<file path="config.mk">
export PLATFORM = sky130hd
export DESIGN_NAME = multiport_regfile
export DESIGN_NICKNAME = d
export VERILOG_FILES = /design/src/rtl/multiport_regfile.sv
export SDC_FILE = /design/constraint.sdc
export NUM_CORES = 2
export LEC_CHECK = 0
export ABC_AREA = 0
export CORE_MARGIN = 1
export CORE_UTILIZATION = 50
export DETAILED_ROUTE_END_ITERATION = 7
export HOLD_SLACK_MARGIN = 0.02
export PLACE_DENSITY = 0.69
export REMOVE_ABC_BUFFERS = 1
export SETUP_SLACK_MARGIN = 0.4
export SYNTH_ARGS = -nofsm -noshare
export SYNTH_HDL_FRONTEND = slang
export SYNTH_SLANG_ARGS = --single-unit
</file>
<file path="constraint.sdc">
create_clock -name clk -period 6.5 [get_ports clk]
set_input_delay 1.3 -clock clk [delete_from_list [all_inputs] [get_ports clk]]
set_output_delay 1.3 -clock clk [all_outputs]
set_load 0.02 [all_outputs]
</file>
<file path="src/rtl/multiport_regfile.sv">
// multiport_regfile
//   General-purpose register file between ID (reads, issue) and WB (writes).
//   NUM_RD combinational read ports, two write ports (port 1 has priority on
//   an address collision), a per-register busy scoreboard and a sequential
//   clear engine that zeroes one register per cycle after reset or a flush.
//   Register 0 always reads zero and is never busy.
//
//   Optional feature macro: RF_BYPASS_EN
//     defined   -> a read that matches an enabled write address in the same
//                  cycle returns that write's data (port 1 before port 0) and
//                  reports not-busy.
//     undefined -> reads return the stored value; a write becomes visible on
//                  the next cycle.
//
// Ports
//   clk, rst                     clock (posedge), synchronous active-high reset
//   we0/waddr0/wdata0            write port 0
//   we1/waddr1/wdata1            write port 1 (wins on same-address collision)
//   re[NUM_RD]                   per-port read enable
//   raddr[NUM_RD*ADDR_W]         read address, port k at [k*ADDR_W +: ADDR_W]
//   rdata[NUM_RD*DATA_W]         read data,    port k at [k*DATA_W +: DATA_W]
//   rd_busy[NUM_RD]              read operand still has an outstanding producer
//   alloc_en/alloc_addr          issue: mark destination register busy
//   clear_req                    flush request, full sequential clear
//   ready                        1 while the file is usable (RUN state)
module multiport_regfile #(
  parameter int DATA_W = 32,
  parameter int ADDR_W = 5,
  parameter int NUM_RD = 2
) (
  input  logic                     clk,
  input  logic                     rst,
  input  logic                     we0,
  input  logic [ADDR_W-1:0]        waddr0,
  input  logic [DATA_W-1:0]        wdata0,
  input  logic                     we1,
  input  logic [ADDR_W-1:0]        waddr1,
  input  logic [DATA_W-1:0]        wdata1,
  input  logic [NUM_RD-1:0]        re,
  input  logic [NUM_RD*ADDR_W-1:0] raddr,
  output logic [NUM_RD*DATA_W-1:0] rdata,
  output logic [NUM_RD-1:0]        rd_busy,
  input  logic                     alloc_en,
  input  logic [ADDR_W-1:0]        alloc_addr,
  input  logic                     clear_req,
  output logic                     ready
);

  localparam int NREG = 2 ** ADDR_W;
  localparam logic [ADDR_W-1:0] FIRST_IDX = ADDR_W'(1);
  localparam logic [ADDR_W-1:0] LAST_IDX  = {ADDR_W{1'b1}};

  typedef enum logic {
    CLEAR = 1'b0,
    RUN   = 1'b1
  } state_t;

  state_t              state;
  state_t              state_next;
  logic [ADDR_W-1:0]   clr_idx;
  logic [NREG-1:0]     busy;
  logic [DATA_W-1:0]   regs [NREG];
  logic                run;
  logic                restart;

  assign run     = (state == RUN);
  assign restart = run && clear_req;

  always_comb begin
    state_next = state;
    case (state)
      CLEAR:   if (clr_idx == LAST_IDX) state_next = RUN;
      RUN:     if (clear_req) state_next = CLEAR;
      default: state_next = CLEAR;
    endcase
  end

  // clr_idx starts at 1 because register 0 has no storage to clear; it holds
  // at LAST_IDX rather than wrapping back to 0.
  always_ff @(posedge clk) begin
    if (rst) begin
      state   <= CLEAR;
      ready   <= 1'b0;
      clr_idx <= FIRST_IDX;
    end else begin
      state <= state_next;
      ready <= (state_next == RUN);
      if (restart)
        clr_idx <= FIRST_IDX;
      else if (!run && clr_idx != LAST_IDX)
        clr_idx <= clr_idx + 1'b1;
    end
  end

  // Scoreboard: writes retire a producer, alloc claims one. Alloc is applied
  // last so it wins when both hit the same register in one cycle.
  always_ff @(posedge clk) begin
    if (rst || restart) begin
      busy <= '0;
    end else if (run) begin
      if (we0 && waddr0 != '0) busy[waddr0] <= 1'b0;
      if (we1 && waddr1 != '0) busy[waddr1] <= 1'b0;
      if (alloc_en && alloc_addr != '0) busy[alloc_addr] <= 1'b1;
    end
  end

  // Storage: clear engine in CLEAR, write ports in RUN. Port 1 is assigned
  // after port 0 so it wins on a same-address collision.
  always_ff @(posedge clk) begin
    if (!rst) begin
      if (!run) begin
        regs[clr_idx] <= '0;
      end else begin
        if (we0 && waddr0 != '0) regs[waddr0] <= wdata0;
        if (we1 && waddr1 != '0) regs[waddr1] <= wdata1;
      end
    end
  end

  for (genvar k = 0; k < NUM_RD; k++) begin : gen_rd
    logic [ADDR_W-1:0] ra;
    logic              rd_ok;

    assign ra    = raddr[k*ADDR_W +: ADDR_W];
    assign rd_ok = !rst && ready && re[k] && (ra != '0);

`ifdef RF_BYPASS_EN
    logic hit0;
    logic hit1;

    assign hit0 = we0 && (waddr0 == ra) && (ra != '0);
    assign hit1 = we1 && (waddr1 == ra) && (ra != '0);

    assign rdata[k*DATA_W +: DATA_W] = !rd_ok ? '0     :
                                       hit1   ? wdata1 :
                                       hit0   ? wdata0 : regs[ra];
    // A same-cycle write is forwarded, so the operand is no longer pending.
    assign rd_busy[k] = re[k] && ready && busy[ra] && !(hit0 || hit1);
`else
    assign rdata[k*DATA_W +: DATA_W] = rd_ok ? regs[ra] : '0;
    assign rd_busy[k] = re[k] && ready && busy[ra];
`endif
  end

endmodule

</file>
==> impl_metrics.csv <==
group,metric,value,unit
grt,grt_pass1_vias,41600,
floorplanning,start_util,0.505,
timing,setup_violations,0,
cts,ctsHoldBuffers,0,
detailed_routing,drc,0,
synth,yosysWarnings,0,
grt,grt_start_max_net_pins,67,
cts,cts_made_buffers,118,
synth,synth-seq-cells,1062,
placement,gp_congestion,0.871,
detailed_routing,viasPerCell,7.26,
setup_path,worstSetupPathType,"input pin to output port",
synth,avgSynthCellArea,15.6,um^2
floorplanning,core_area,126000,um^2
setup_path,crit_path_end,"rdata[38]",
setup_path,worst-path-stages,7,
setup_path,slowest_stage,"and4b_1",
floorplanning,dieArea,128000,um^2
grt,track_usage,0.337,
job,cap_violations,0,
synth,seq_area_frac_synth,0.496,
detailed_routing,ant_nets,0,
setup_path,r2r_start,"run",
setup_path,max_stage_delay,0.74,ns
timing,rsz0062_at_grt,"false",
cts,cts-root-buf,"clkbuf_16",
cts,htreeDepth,3,
cts,insertion_delay,0.75,ns
power,power.density,215,nW/um^2
cts,ctsResizeCount,0,
synth,yosysTopAreaCellShare,0.484,
timing,fin_crit,5.90,ns
synth,syn_inst,4078,
synth,syn_area,63500,um^2
synth,synth_cell_type_count,63,
setup_path,cp_data_required_time,5.20,ns
timing,hold_viol_final,0,
placement,dpl.hpwl,130,mm
setup_path,cp_max_fo,15,
cts,clkSinkCount,1062,
setup_path,path_buf_inv,3,
final_layout,stdcell_count,5790,
timing,tightest_slew,1.29,ns
detailed_routing,dr.first_iter.drc_count,6029,
setup_path,worstPathArrival,4.60,ns
cts,post_cts_buffers,0,
timing,period_share,0.907,
setup_path,crit_path_start,"rst",
detailed_routing,wire_per_inst,37.4,um
placement,dpl.cell_count,5565,
floorplanning,core.rowCount,130,
cts,clkTransAtPathRegs,0.06,ns
synth,synth.most_common_cell,"edfxtp_1",
timing,slew_headroom,0.140,
timing,fmax,170,MHz
power,leakage,27.0,nW
setup_path,crit_chain,"clkdlybuf4s50_1 -> and4b_1 -> nor2b_4 -> buf_4 -> a22oi_1 -> a31oi_1 -> clkdlybuf4s50_1",
synth,yosys.area.top_type,"edfxtp_1",
grt,grt_antenna_before_repair,7,
floorplanning,die_w,358,um
grt,top_usage_layer,"met2",
setup_path,crit_path_start_kind,"input pin",
grt,grt_pass1_wl,305,mm
power,vdd_drop_max,0.216,mV
grt,use_met3,0.0739,
setup_path,rr_worst_depth,6,
timing,tns,0,ns
synth,synth_edf_count,1024,
placement,port_buffers,163,
cts,cts_tree,"yes",
floorplanning,num_io_pins,164,
timing,drv_slew,0,
final_layout,nets,4134,
status,status,"complete, no violations",
grt,grt_util_met2,0.518,
detailed_routing,via_count,42000,
final_layout,final_util,0.565,
grt,met1_usage,0.462,
final_layout,syn2layout_area_growth,11.8,%
synth,ys_top_cells_by_count,"1024 x edfxtp_1, 982 x mux2_2, 467 x mux4_2, 260 x mux2i_1, 249 x buf_2",
setup_path,path_common_cell,"clkdlybuf4s50_1",
grt,grt-ovfl-total,0,
floorplanning,fp.dieH,358,um
final_layout,num-fill-cells,9838,
setup_path,end_kind,"output port",
synth,async_flop_share,0,
final_layout,drive_above_1_share,0.466,
detailed_routing,routed_wl,217,mm
min_path,worstHoldPathType,"flop to flop",
setup_path,cpLargestDelayFamily,"buffers and inverters",
setup_path,regToRegSetupSlack,1.99,ns
cts,clk_path_buf_depth,3,
detailed_routing,drtPass1Iterations,7,
setup_path,r2r-end,"regs[4][3]",
timing,fin_skew,0.0117,ns
synth,synthTopCellsByArea,"edfxtp_1 48%, mux2_2 17%, mux4_2 17%",
power,power,0.0153,W
synth,synth_top_flop_cell,"edfxtp_1",
-- where the power goes --
group	switching [W]	internal, W
Sequential	0.0000228	0.00745
Combinational	0.000714	0.000461
Clock	0.00285	0.00379
Total	0.00359	0.0117
-- layout by cell type (no fill, tap or decap), types with 9 or more instances in the layout --
cell	synthesis	final
a21o_1	13	13
nand3_1	12	10
nand2_2	0	21
o22a_1	11	11
and3b_1	35	33
mux2_2	982	982
o31ai_4	0	27
nor2b_1	22	15
mux2i_1	260	259
mux4_2	467	467
and2_1	72	70
nor3b_1	9	9
clkbuf_16	0	121
clkdlybuf4s50_1	0	149
a22o_1	30	30
nand3b_1	11	11
nand4b_1	9	9
a221oi_1	15	15
a21oi_1	34	33
o21ai_0	77	77
a31oi_1	31	31
mux2_1	18	18
buf_4	30	171
edfxtp_1	1024	1024
buf_12	0	30
nor3_1	11	10
a32oi_1	30	30
clkbuf_1	221	29
a22oi_1	103	103
and2_4	13	13
bufinv_16	0	9
clkinv_1	0	25
nand2_1	75	50
dfxtp_1	38	38
clkinv_2	0	24
inv_1	9	9
nor2_1	26	19
a222oi_1	26	26
-- how the worst min path moves through the flow --
stage | start | to | slack, ns | cells past startpoint
3_3_place_gp | busy[0] | busy[0] | 0.46 | 1
4_1_cts | busy[0] | busy[0] | 0.49 | 1
5_1_grt | busy[3] | busy[3] | 0.51 | 2
3_5_place_dp | busy[0] | busy[0] | 0.48 | 1
2_1_floorplan | busy[0] | busy[0] | 0.44 | 1
6_report | busy[0] | busy[0] | 0.49 | 1
-- stage by stage --
step	hold slack [ns]	worst slack [ns]	area, um^2
after global placement	0.459	0.690	67300
after floorplan	0.443	0.944	61100
after CTS	0.489	0.681	71000
after detailed placement	0.475	0.668	67300
final	0.490	0.604	71000
after global routing	0.508	0.534	71000
-- metal layers --
layer | up-vias | part of all wire
met2 | 2881 | 0.46
li1 | 16600 | -
met5 | - | 0.00020
met3 | 538 | 0.11
met4 | 6 | 0.046
met1 | 22000 | 0.38
-- flip-flops by register name, summed over array words and instances, names as in the netlist --
signal	cells
regs	1024
busy	32
run	1
clr_idx	5
-- cells by family (layout without fill, tap and decap cells) --
family                     after synthesis  in the layout  share of synthesized area
AOI/OAI and AO/OA                      417            417                     0.0475
other                                    0              5                          0
adders and majority gates                2              2                   0.000394
xor gates and xnor gates                 3              3                   0.000414
buffers and inverters                  529            586                     0.0390
and+or+nand+nor                        336            336                     0.0322
muxes                                 1729           1729                      0.384
DFF                                   1062           1062                      0.496
-- area by class of cell --
type	instances	area [um^2]	area share
inverters	9	33.8	0.000476
diodes	5	12.5	0.000176
flip-flops and latches	1062	31500	0.444
repair buffers	357	3470	0.0489
multi-input cells	2487	30200	0.425
well taps	1650	2060	0.0291
clock inverters	65	543	0.00764
clock buffers	155	3200	0.0450
No activity file was read; power rests on OpenSTA's default activity.
